<file path="src/rtl/lsu_if.sv">
// Execution-unit request/response and memory command/response signals of the LSU.
// slave is the LSU's view; master is the surrounding system's view.
interface lsu_if;
    logic        hs_ex4ls_val;
    logic        hs_ls4ex_rdy;
    logic [31:0] i_ls_adr;
    logic [31:0] i_ls_wdat;
    logic [3:0]  i_ls_wen;
    logic        i_ls_ren;
    logic [31:0] o_ls_rdat;
    logic        o_ls_err;
    logic        o_mem_val;
    logic        i_mem_rdy;
    logic [31:0] o_mem_adr;
    logic [31:0] o_mem_wdat;
    logic [3:0]  o_mem_wen;
    logic        o_mem_ren;
    logic        i_mem_rsp_val;
    logic [31:0] i_mem_rdat;

    modport slave (
        input  hs_ex4ls_val, i_ls_adr, i_ls_wdat, i_ls_wen, i_ls_ren,
        input  i_mem_rdy, i_mem_rsp_val, i_mem_rdat,
        output hs_ls4ex_rdy, o_ls_rdat, o_ls_err,
        output o_mem_val, o_mem_adr, o_mem_wdat, o_mem_wen, o_mem_ren
    );

    modport master (
        output hs_ex4ls_val, i_ls_adr, i_ls_wdat, i_ls_wen, i_ls_ren,
        output i_mem_rdy, i_mem_rsp_val, i_mem_rdat,
        input  hs_ls4ex_rdy, o_ls_rdat, o_ls_err,
        input  o_mem_val, o_mem_adr, o_mem_wdat, o_mem_wen, o_mem_ren
    );
endinterface

</file>
<file path="src/rtl/lsu.sv">
// Load/store unit: accepts one execution-unit access at a time, issues a single word-aligned
// memory command, waits (bounded by TMO_CYC) for the response and returns a one-cycle result.
module lsu #(
    parameter int unsigned TMO_CYC = 255
) (
    input logic  clk,
    input logic  rst,
    lsu_if.slave bus
);
    localparam int unsigned CW = (TMO_CYC < 1) ? 1 : $clog2(TMO_CYC + 1);
    localparam logic [CW-1:0] TmoVal = CW'(TMO_CYC);

    typedef enum logic [1:0] {StIdle, StCmd, StRsp, StDone} state_e;

    state_e        state_q;
    logic [CW-1:0] cnt_q;
    logic [31:0]   adr_q;
    logic [31:0]   wdat_q;
    logic [3:0]    wen_q;
    logic          ren_q;
    logic          mem_val_q;
    logic          rdy_q;
    logic [31:0]   rdat_q;
    logic          err_q;

    always_ff @(posedge clk) begin
        if (rst) begin
            state_q   <= StIdle;
            cnt_q     <= '0;
            adr_q     <= '0;
            wdat_q    <= '0;
            wen_q     <= '0;
            ren_q     <= 1'b0;
            mem_val_q <= 1'b0;
            rdy_q     <= 1'b0;
            rdat_q    <= '0;
            err_q     <= 1'b0;
        end else begin
            unique case (state_q)
                StIdle: begin
                    if (bus.hs_ex4ls_val) begin
                        adr_q  <= bus.i_ls_adr;
                        wdat_q <= bus.i_ls_wdat;
                        wen_q  <= bus.i_ls_wen;
                        ren_q  <= bus.i_ls_ren;
                        if (bus.i_ls_ren ^ (bus.i_ls_wen != 4'b0)) begin
                            state_q   <= StCmd;
                            mem_val_q <= 1'b1;
                        end else begin
                            // No-op completes cleanly; read+write together is rejected.
                            state_q <= StDone;
                            rdy_q   <= 1'b1;
                            rdat_q  <= '0;
                            err_q   <= bus.i_ls_ren && (bus.i_ls_wen != 4'b0);
                        end
                    end
                end
                StCmd: begin
                    if (bus.i_mem_rdy) begin
                        state_q   <= StRsp;
                        mem_val_q <= 1'b0;
                        cnt_q     <= '0;
                    end
                end
                StRsp: begin
                    // A response in the final counted cycle beats the timeout.
                    if (bus.i_mem_rsp_val) begin
                        state_q <= StDone;
                        rdy_q   <= 1'b1;
                        rdat_q  <= ren_q ? bus.i_mem_rdat : 32'h0;
                        err_q   <= 1'b0;
                    end else if (cnt_q + CW'(1) == TmoVal) begin
                        state_q <= StDone;
                        cnt_q   <= cnt_q + CW'(1);
                        rdy_q   <= 1'b1;
                        rdat_q  <= '0;
                        err_q   <= 1'b1;
                    end else begin
                        cnt_q <= cnt_q + CW'(1);
                    end
                end
                StDone: begin
                    state_q <= StIdle;
                    rdy_q   <= 1'b0;
                    rdat_q  <= '0;
                    err_q   <= 1'b0;
                end
                default: state_q <= StIdle;
            endcase
        end
    end

    assign bus.hs_ls4ex_rdy = rdy_q;
    assign bus.o_ls_rdat    = rdat_q;
    assign bus.o_ls_err     = err_q;
    assign bus.o_mem_val    = mem_val_q;
    assign bus.o_mem_adr    = {adr_q[31:2], 2'b00};
    assign bus.o_mem_wdat   = wdat_q;
    assign bus.o_mem_wen    = wen_q;
    assign bus.o_mem_ren    = ren_q;

    logic unused_adr_lsb;
    assign unused_adr_lsb = ^adr_q[1:0];
endmodule

</file>
<file path="src/flat_wrapper.sv">
// flat-port wrapper written by rule: the top's interface ports become plain ports
module lsu_flat 
#(
    parameter int unsigned TMO_CYC = 255
)
  (clk, rst, bus_hs_ex4ls_val, bus_i_ls_adr, bus_i_ls_wdat, bus_i_ls_wen, bus_i_ls_ren, bus_i_mem_rdy, bus_i_mem_rsp_val, bus_i_mem_rdat, bus_hs_ls4ex_rdy, bus_o_ls_rdat, bus_o_ls_err, bus_o_mem_val, bus_o_mem_adr, bus_o_mem_wdat, bus_o_mem_wen, bus_o_mem_ren);
  lsu_if bus_i ();
  input logic clk;
  input logic rst;
  input wire logic [$bits(bus_i.hs_ex4ls_val)-1:0] bus_hs_ex4ls_val;
  input wire logic [$bits(bus_i.i_ls_adr)-1:0] bus_i_ls_adr;
  input wire logic [$bits(bus_i.i_ls_wdat)-1:0] bus_i_ls_wdat;
  input wire logic [$bits(bus_i.i_ls_wen)-1:0] bus_i_ls_wen;
  input wire logic [$bits(bus_i.i_ls_ren)-1:0] bus_i_ls_ren;
  input wire logic [$bits(bus_i.i_mem_rdy)-1:0] bus_i_mem_rdy;
  input wire logic [$bits(bus_i.i_mem_rsp_val)-1:0] bus_i_mem_rsp_val;
  input wire logic [$bits(bus_i.i_mem_rdat)-1:0] bus_i_mem_rdat;
  output wire logic [$bits(bus_i.hs_ls4ex_rdy)-1:0] bus_hs_ls4ex_rdy;
  output wire logic [$bits(bus_i.o_ls_rdat)-1:0] bus_o_ls_rdat;
  output wire logic [$bits(bus_i.o_ls_err)-1:0] bus_o_ls_err;
  output wire logic [$bits(bus_i.o_mem_val)-1:0] bus_o_mem_val;
  output wire logic [$bits(bus_i.o_mem_adr)-1:0] bus_o_mem_adr;
  output wire logic [$bits(bus_i.o_mem_wdat)-1:0] bus_o_mem_wdat;
  output wire logic [$bits(bus_i.o_mem_wen)-1:0] bus_o_mem_wen;
  output wire logic [$bits(bus_i.o_mem_ren)-1:0] bus_o_mem_ren;
  assign bus_i.hs_ex4ls_val = bus_hs_ex4ls_val;
  assign bus_i.i_ls_adr = bus_i_ls_adr;
  assign bus_i.i_ls_wdat = bus_i_ls_wdat;
  assign bus_i.i_ls_wen = bus_i_ls_wen;
  assign bus_i.i_ls_ren = bus_i_ls_ren;
  assign bus_i.i_mem_rdy = bus_i_mem_rdy;
  assign bus_i.i_mem_rsp_val = bus_i_mem_rsp_val;
  assign bus_i.i_mem_rdat = bus_i_mem_rdat;
  assign bus_hs_ls4ex_rdy = bus_i.hs_ls4ex_rdy;
  assign bus_o_ls_rdat = bus_i.o_ls_rdat;
  assign bus_o_ls_err = bus_i.o_ls_err;
  assign bus_o_mem_val = bus_i.o_mem_val;
  assign bus_o_mem_adr = bus_i.o_mem_adr;
  assign bus_o_mem_wdat = bus_i.o_mem_wdat;
  assign bus_o_mem_wen = bus_i.o_mem_wen;
  assign bus_o_mem_ren = bus_i.o_mem_ren;
  lsu #(.TMO_CYC(TMO_CYC)) u_core (.clk(clk), .rst(rst), .bus(bus_i));
endmodule
</file>
<file path="config.mk">
export PLATFORM = sky130hd
export DESIGN_NAME = lsu_flat
export DESIGN_NICKNAME = d
export VERILOG_FILES = /design/src/rtl/lsu_if.sv /design/src/rtl/lsu.sv /design/src/flat_wrapper.sv
export SDC_FILE = /design/constraint.sdc
export NUM_CORES = 1
export LEC_CHECK = 0
export BUFFER_PORTS_ARGS = -buffer_cell sky130_fd_sc_hd__buf_2
export CAP_MARGIN = 40
export CORE_MARGIN = 2
export CORE_UTILIZATION = 25
export DETAILED_ROUTE_END_ITERATION = 12
export PLACE_DENSITY = 0.49
export REMOVE_ABC_BUFFERS = 1
export SLEW_MARGIN = 5
export SYNTH_ARGS = -nofsm -noshare
export SYNTH_HDL_FRONTEND = slang
export SYNTH_SLANG_ARGS = --single-unit
</file>
<file path="constraint.sdc">
create_clock -name clk -period 2.65 [get_ports clk]
set_input_delay 0 -clock clk [delete_from_list [all_inputs] [get_ports clk]]
set_output_delay 0 -clock clk [all_outputs]
set_load 0.01 [all_outputs]
</file>
==> impl_metrics.ini, run 1 <==
[run_status]
status = completed

[timing]
final-setup-viol-count = 0
finalSetupTns_ns = 0
hold_viol = 0
fin_crit_ns = 2.413
fin_skew_ns = 0.005011
rsz0062_at_grt = false
fmax_mhz = 414.5
maxSlewViolCount = 0
period_share = 0.9105
worst_slew_pin_slew_ns = 0.6212
relSlewSlack = 0.5839

[synth]
syn-cell-area_um2 = 4533
synth_compound_area_frac = 0.1206
synth.largest_area_cell = dfxtp_1
syn_avg_cell_area_um2 = 8.318
synth_seq_area_share = 0.4946
synth_top_family_by_area = simple AND/OR/NAND/NOR gates
synth.area.mux_share = 0.08004
yosysMostFrequentCell = nand2_1
synthCells = 545
synthAdderAreaFrac = 0.02208
ys_top_cells_by_area = dfxtp_1, nand2_1, a21oi_1
synth-seq-cells = 112
yosys.area_share.simple = 0.2338
synth_top_cell_area_share = 0.4946
synth.distinct_cells = 39
synth_xor_area_frac = 0.005796
yosysWarnings = 0
synth_edf_count = 0
synth_ff_type = dfxtp_1
synth-async-reset-ratio = 0
synth_common_cells = nand2_1, dfxtp_1, a21oi_1

[worst_setup_path]
worst-path-buf-inv = 2
cp.arrival_ns = 2.65
cp-end-kind = register
worstPathCellList = dlygate4sd3_1 > buf_2 > or4_1 > ha_1 > nand2b_1 > a21oi_2 > o211ai_4 > mux2_1
start_kind = input pin
cp_slowest_cell = or4_1
cp_max_fo = 12
worstRegToRegCells = 7
path_depth = 8
required_ns = 2.89
r2r_slack_ns = 0.33
crit_type = input pin to register
crit_family = simple AND/OR/NAND/NOR gates
r2r_end = u_core.bus.o_ls_rdat[8]
worst_path_largest_cell_delay_ns = 0.57
r2r-start = u_core.cnt_q[0]

[cts]
clock-root-buffer = clkbuf_16
insertion_delay_ns = 0.35
cts_tree = yes
cts.sinks = 112
cts_buffers = 9
max-clock-path-buffers = 2
cts_max_level = 3
clkTransAtPathRegs_ns = 0.07

[pwr]
power.total_mw = 5.349
p_clk_frac = 0.264
pwr-share-seq = 0.377
comb_power_share = 0.359
peakVddDrop_mv = 0.3685
p_int_mw = 3.530
sw_frac_of_total = 0.3400
powerDensity_nw_per_um2 = 753.3
p_leak_nw = 3.235
p_sw_mw = 1.818

[placed_design]
hpwl_um = 8340
gp_congestion = 0.7328
placed_cell_area_um2 = 5801
io_buffers = 205
place_inst = 952

[floorplanning]
initial_core_util = 0.2532
rows = 49
core_um2 = 17900
die_h_um = 138.7
die_x_um = 138.7
die_area_um2 = 19230
io_pins = 210

[drt]
drt_pass1_iterations = 4
drc = 0
wl_um = 13070
vias = 4553
via_per_inst = 4.271
antenna_left = 0
wire_per_inst_um = 12.26
drtIter0Drc = 135

[global_routing]
grt.busiest_layer = met2
use_met3 = 0.03971
grt_pass1_wl_um = 22020
overflow = 0
met2_usage = 0.2223
grt_max_degree = 68
grt.met1_usage = 0.1713
grt_usage = 0.1369
antenna_found_initial = 0
first_global_vias = 4461

[finish]
n_antenna_cell = 0
fin_nets = 947
fillers = 1834
drive_gt1_frac = 0.2796
area_growth_syn_to_layout_pct = 56.64
design_area_um2 = 7101
final_cells = 1066

[hold_path]
min_from = bus_i_mem_rdy
hold_depth = 4
holdPathEnd = u_core.bus.o_mem_val
min_path_type = input pin to register

[run]
max-cap-violations = 0
## worst reg2reg max path, stage by stage (launching register included)
cell,delay (ns)
dfxtp_1,0.41
ha_1,0.25
nand3_1,0.16
nor2_1,0.28
o32ai_2,0.18
o211ai_4,0.53
buf_12,0.24
mux2i_1,0.20
## per-stage QoR
step | util | hold WS, ns | setup WS, ns
2_1_floorplan | - | 0.06907 | 0.1919
3_3_place_gp | 0.3240 | 0.2457 | 0.3224
3_5_place_dp | 0.3240 | 0.2460 | 0.3052
4_1_cts | 0.3964 | 0.005959 | 0.1509
5_1_grt | 0.3966 | 0.04872 | 0.1182
6_report | 0.3966 | 0.01382 | 0.2373
## metal layers
| metal | up-vias | share of wire |
|---|---|---|
| met3 | 23 | 0.070 |
| met2 | 162 | 0.45 |
| met4 | 0 | 0.023 |
| li1 | 2355 | - |
| met1 | 2013 | 0.45 |
| met5 | - | 0 |
## logic make-up after synthesis
kind of cell,Yosys count
adders and majority gates,8
and+or+nand+nor,244
muxes,36
buffers and inverters,43
AOI/OAI and AO/OA,98
other,1
xor gates and xnor gates,3
DFF,112
## registers in the layout (all words and copies together), names as in the netlist
register                 cells
u_core.bus.hs_ls4ex_rdy      1
u_core.cnt_q                 8
u_core.bus.o_mem_val         1
u_core.state_q               2
u_core.bus.o_mem_ren         1
u_core.bus.o_ls_rdat        32
u_core.bus.o_mem_wdat       32
u_core.bus.o_mem_wen         4
u_core.bus.o_ls_err          1
u_core.adr_q                30
## worst max-delay path by stage
stage	end	slack, ns	start
6_report	u_core.bus.hs_ls4ex_rdy	0.24	bus_i_ls_wen[0]
5_1_grt	u_core.bus.o_ls_rdat[13]	0.12	bus_i_ls_wen[0]
4_1_cts	u_core.bus.hs_ls4ex_rdy	0.15	bus_i_ls_wen[0]
3_5_place_dp	u_core.bus.o_ls_rdat[23]	0.31	u_core.cnt_q[0]
3_3_place_gp	u_core.bus.hs_ls4ex_rdy	0.32	bus_i_ls_wen[0]
2_1_floorplan	u_core.bus.hs_ls4ex_rdy	0.19	u_core.cnt_q[0]
## layout make-up
type,count,area (um^2),share of cell area
clock inverter,5,66.31,0.009339
timing repair buffer,312,2130,0.2999
multi-input combinational,391,2111,0.2973
inverter,7,26.28,0.003700
tap,229,286.5,0.04035
sequential,112,2242,0.3158
clock buffer,10,239.0,0.03366
## power groups by stage
stage	sequential, mW	clock (mW)	combinational [mW]
after floorplan	2.16	0	1.00
after global placement	2.05	0	1.86
after detailed placement	2.06	0	1.85
after CTS	2.02	1.49	1.96
after global routing	2.05	1.55	2.13
final	2.02	1.41	1.92
## what timing repair did
item | CTS | global route
hold endpoints to repair | 99 | 0
endpoints found under the setup margin | 0 | 4
hold buffers | 99 | 0
gates resized for setup | 0 | 1
setup buffers | 0 | 0
## placed cells by master (no fill, tap or decap), types with 5 or more instances in the layout
| cell | n |
|---|---|
| inv_1 | 7 |
| ha_1 | 8 |
| buf_2 | 204 |
| clkbuf_16 | 9 |
| dfxtp_1 | 112 |
| buf_4 | 5 |
| nand2_1 | 171 |
| nor2_1 | 17 |
| nand2b_1 | 35 |
| a21oi_1 | 79 |
| mux2i_1 | 34 |
| dlygate4sd3_1 | 99 |
No activity file was read; power rests on OpenSTA's default activity.
==> run 2, diff against run 1 <==
--- a/config.mk
+++ b/config.mk
@@ -8,9 +8,9 @@
 export BUFFER_PORTS_ARGS = -buffer_cell sky130_fd_sc_hd__buf_2
 export CAP_MARGIN = 40
 export CORE_MARGIN = 2
-export CORE_UTILIZATION = 25
+export CORE_UTILIZATION = 35
 export DETAILED_ROUTE_END_ITERATION = 12
-export PLACE_DENSITY = 0.49
+export PLACE_DENSITY = 0.64
 export REMOVE_ABC_BUFFERS = 1
 export SLEW_MARGIN = 5
 export SYNTH_ARGS = -nofsm -noshare
==> run 2 against run 1 <==
  * Sequential share of layout area rose by 0.55 points
  * Core utilization is 16 points higher
  * First-iteration DRC count up 120%
  * Count of clock-buffer cells in the layout unchanged
  * Worst hold slack improved by 0.038 ns
  * Largest cell class unchanged
==> impl_metrics.ini, run 2 (same netlist as run 1, synthesis figures left out) <==
[cts]
cts_buffers = 9
clkTransAtPathRegs_ns = 0.08
cts.sinks = 112
cts_tree = yes
insertion_delay_ns = 0.35
cts_max_level = 3
max-clock-path-buffers = 2
clock-root-buffer = clkbuf_16

[global_routing]
first_global_vias = 4619
grt_usage = 0.1949
antenna_found_initial = 0
grt_max_degree = 68
grt_pass1_wl_um = 22310
overflow = 0

[drt]
wire_per_inst_um = 13.43
drt_pass1_iterations = 5
via_per_inst = 4.663
antenna_left = 0
vias = 4696
drc = 0
wl_um = 13520
drtIter0Drc = 293

[worst_setup_path]
path_depth = 9
crit_family = buffers and inverters
r2r_slack_ns = 0.28
crit_path_start = bus_i_ls_wen[1]
worstPathCellList = dlygate4sd3_1 > buf_2 > or4_1 > ha_1 > nand2b_1 > a21oi_1 > o211ai_4 > buf_4 > mux2i_1
cp-end-kind = register
r2r_end = u_core.bus.o_ls_rdat[2]
worst-path-buf-inv = 3
r2r-start = u_core.cnt_q[0]
start_kind = input pin
worst_path_largest_cell_delay_ns = 0.54
crit_path_end = u_core.bus.o_ls_rdat[2]
worstRegToRegCells = 7
cp_slowest_cell = dlygate4sd3_1
cp_max_fo = 32
required_ns = 2.86
crit_type = input pin to register
cp.arrival_ns = 2.73

[placed_design]
hpwl_um = 8507
io_buffers = 205
place_inst = 892
dp_slack_ns = 0.3255
gp_congestion = 0.8173
placed_cell_area_um2 = 5682

[timing]
rsz0062_at_grt = false
worst_slack_ns = 0.1321
hold_viol = 0
maxSlewViolCount = 0
relSlewSlack = 0.5784
finalSetupTns_ns = 0
final-setup-viol-count = 0
fin_crit_ns = 2.518
period_share = 0.9501
worst_slew_pin_slew_ns = 0.6324
fmax_mhz = 397.2
fin_skew_ns = 0.01191

[floorplanning]
die_x_um = 117.8
io_pins = 210
rows = 41
die_h_um = 117.8
die_area_um2 = 13880
core_um2 = 12620
initial_core_util = 0.3592

[finish]
fillers = 1101
n_antenna_cell = 0
final_cells = 1007
area_growth_syn_to_layout_pct = 53.96
post-route-util = 0.5530
design_area_um2 = 6979
seq_area_um2 = 2242
multi_input_area_um2 = 2107
layout_commonest_cell = buf_2
final_cell_mix = buf_2, nand2_1, dfxtp_1, dlygate4sd3_1, a21oi_1
fin_nets = 944
drive_gt1_frac = 0.2766

[pwr]
p_leak_nw = 3.209
peakVddDrop_mv = 0.4702
powerDensity_nw_per_um2 = 753.8

[hold_path]
min_path_type = input pin to register

[run_status]
status = completed

[run]
max-cap-violations = 0
run 2: cell count changes in the layout (fill, tap and decap cells not counted), sizes merged:
cell	change
buf	-3
clkinvlp	+1
run 2: cell type report:
class | count | share of cell area
clock buffers | 10 | 0.03424
clock inverters | 6 | 0.009681
inverters | 7 | 0.003765
multi-input cells | 391 | 0.3019
flip-flops and latches | 112 | 0.3213
well taps | 172 | 0.03084
repair buffers | 309 | 0.2983
run 2: tightest hold or removal path, cell delays in order:
cell and delay (ns):
buf_2 0.11, nand2_1 0.10, a22oi_1 0.08, nor2_1 0.08
run 2: power by group:
| part | internal [mW] | total, mW | switching, mW |
|---|---|---|---|
| Combinational | 0.786 | 1.85 | 1.06 |
| Sequential | 1.91 | 2.03 | 0.120 |
| Clock | 0.763 | 1.39 | 0.625 |
| Total | 3.46 | 5.26 | 1.80 |
run 2: how the worst min path moves through the flow:
stage	from	slack [ns]	to	cells past startpoint
after detailed placement	bus_i_ls_wdat[24]	0.25	u_core.bus.o_mem_wdat[24]	3
after floorplan	rst	0.07	u_core.adr_q[10]	1
final	bus_i_mem_rdy	0.05	u_core.bus.o_mem_val	4
after global routing	bus_i_mem_rdy	0.04	u_core.bus.o_mem_val	4
after global placement	bus_i_ls_adr[4]	0.24	u_core.adr_q[4]	3
after CTS	bus_i_mem_rdy	0.03	u_core.bus.o_mem_val	4
run 2: what timing repair did:
item                      CTS  global route
gates resized for setup     0             0
hold endpoints to repair   99             0
hold buffers               99             0
buffers inserted            0             0
run 2: routing by layer:
layer / GRT usage / wire (um) / vias up
met2: 0.3347 / 6521 / 182
met4: 0.07304 / 225 / 0
met5: 0 / 0 / -
met1: 0.2313 / 5793 / 2144
li1: - / - / 2351
met3: 0.05426 / 981 / 19
run 2: through the flow:
step           hold WS (ns)  power, mW
5_1_grt             0.04380      5.583
2_1_floorplan       0.06907      3.160
6_report            0.05208      5.261
3_3_place_gp         0.2398      3.737
4_1_cts             0.02894      5.306
3_5_place_dp         0.2464      3.785
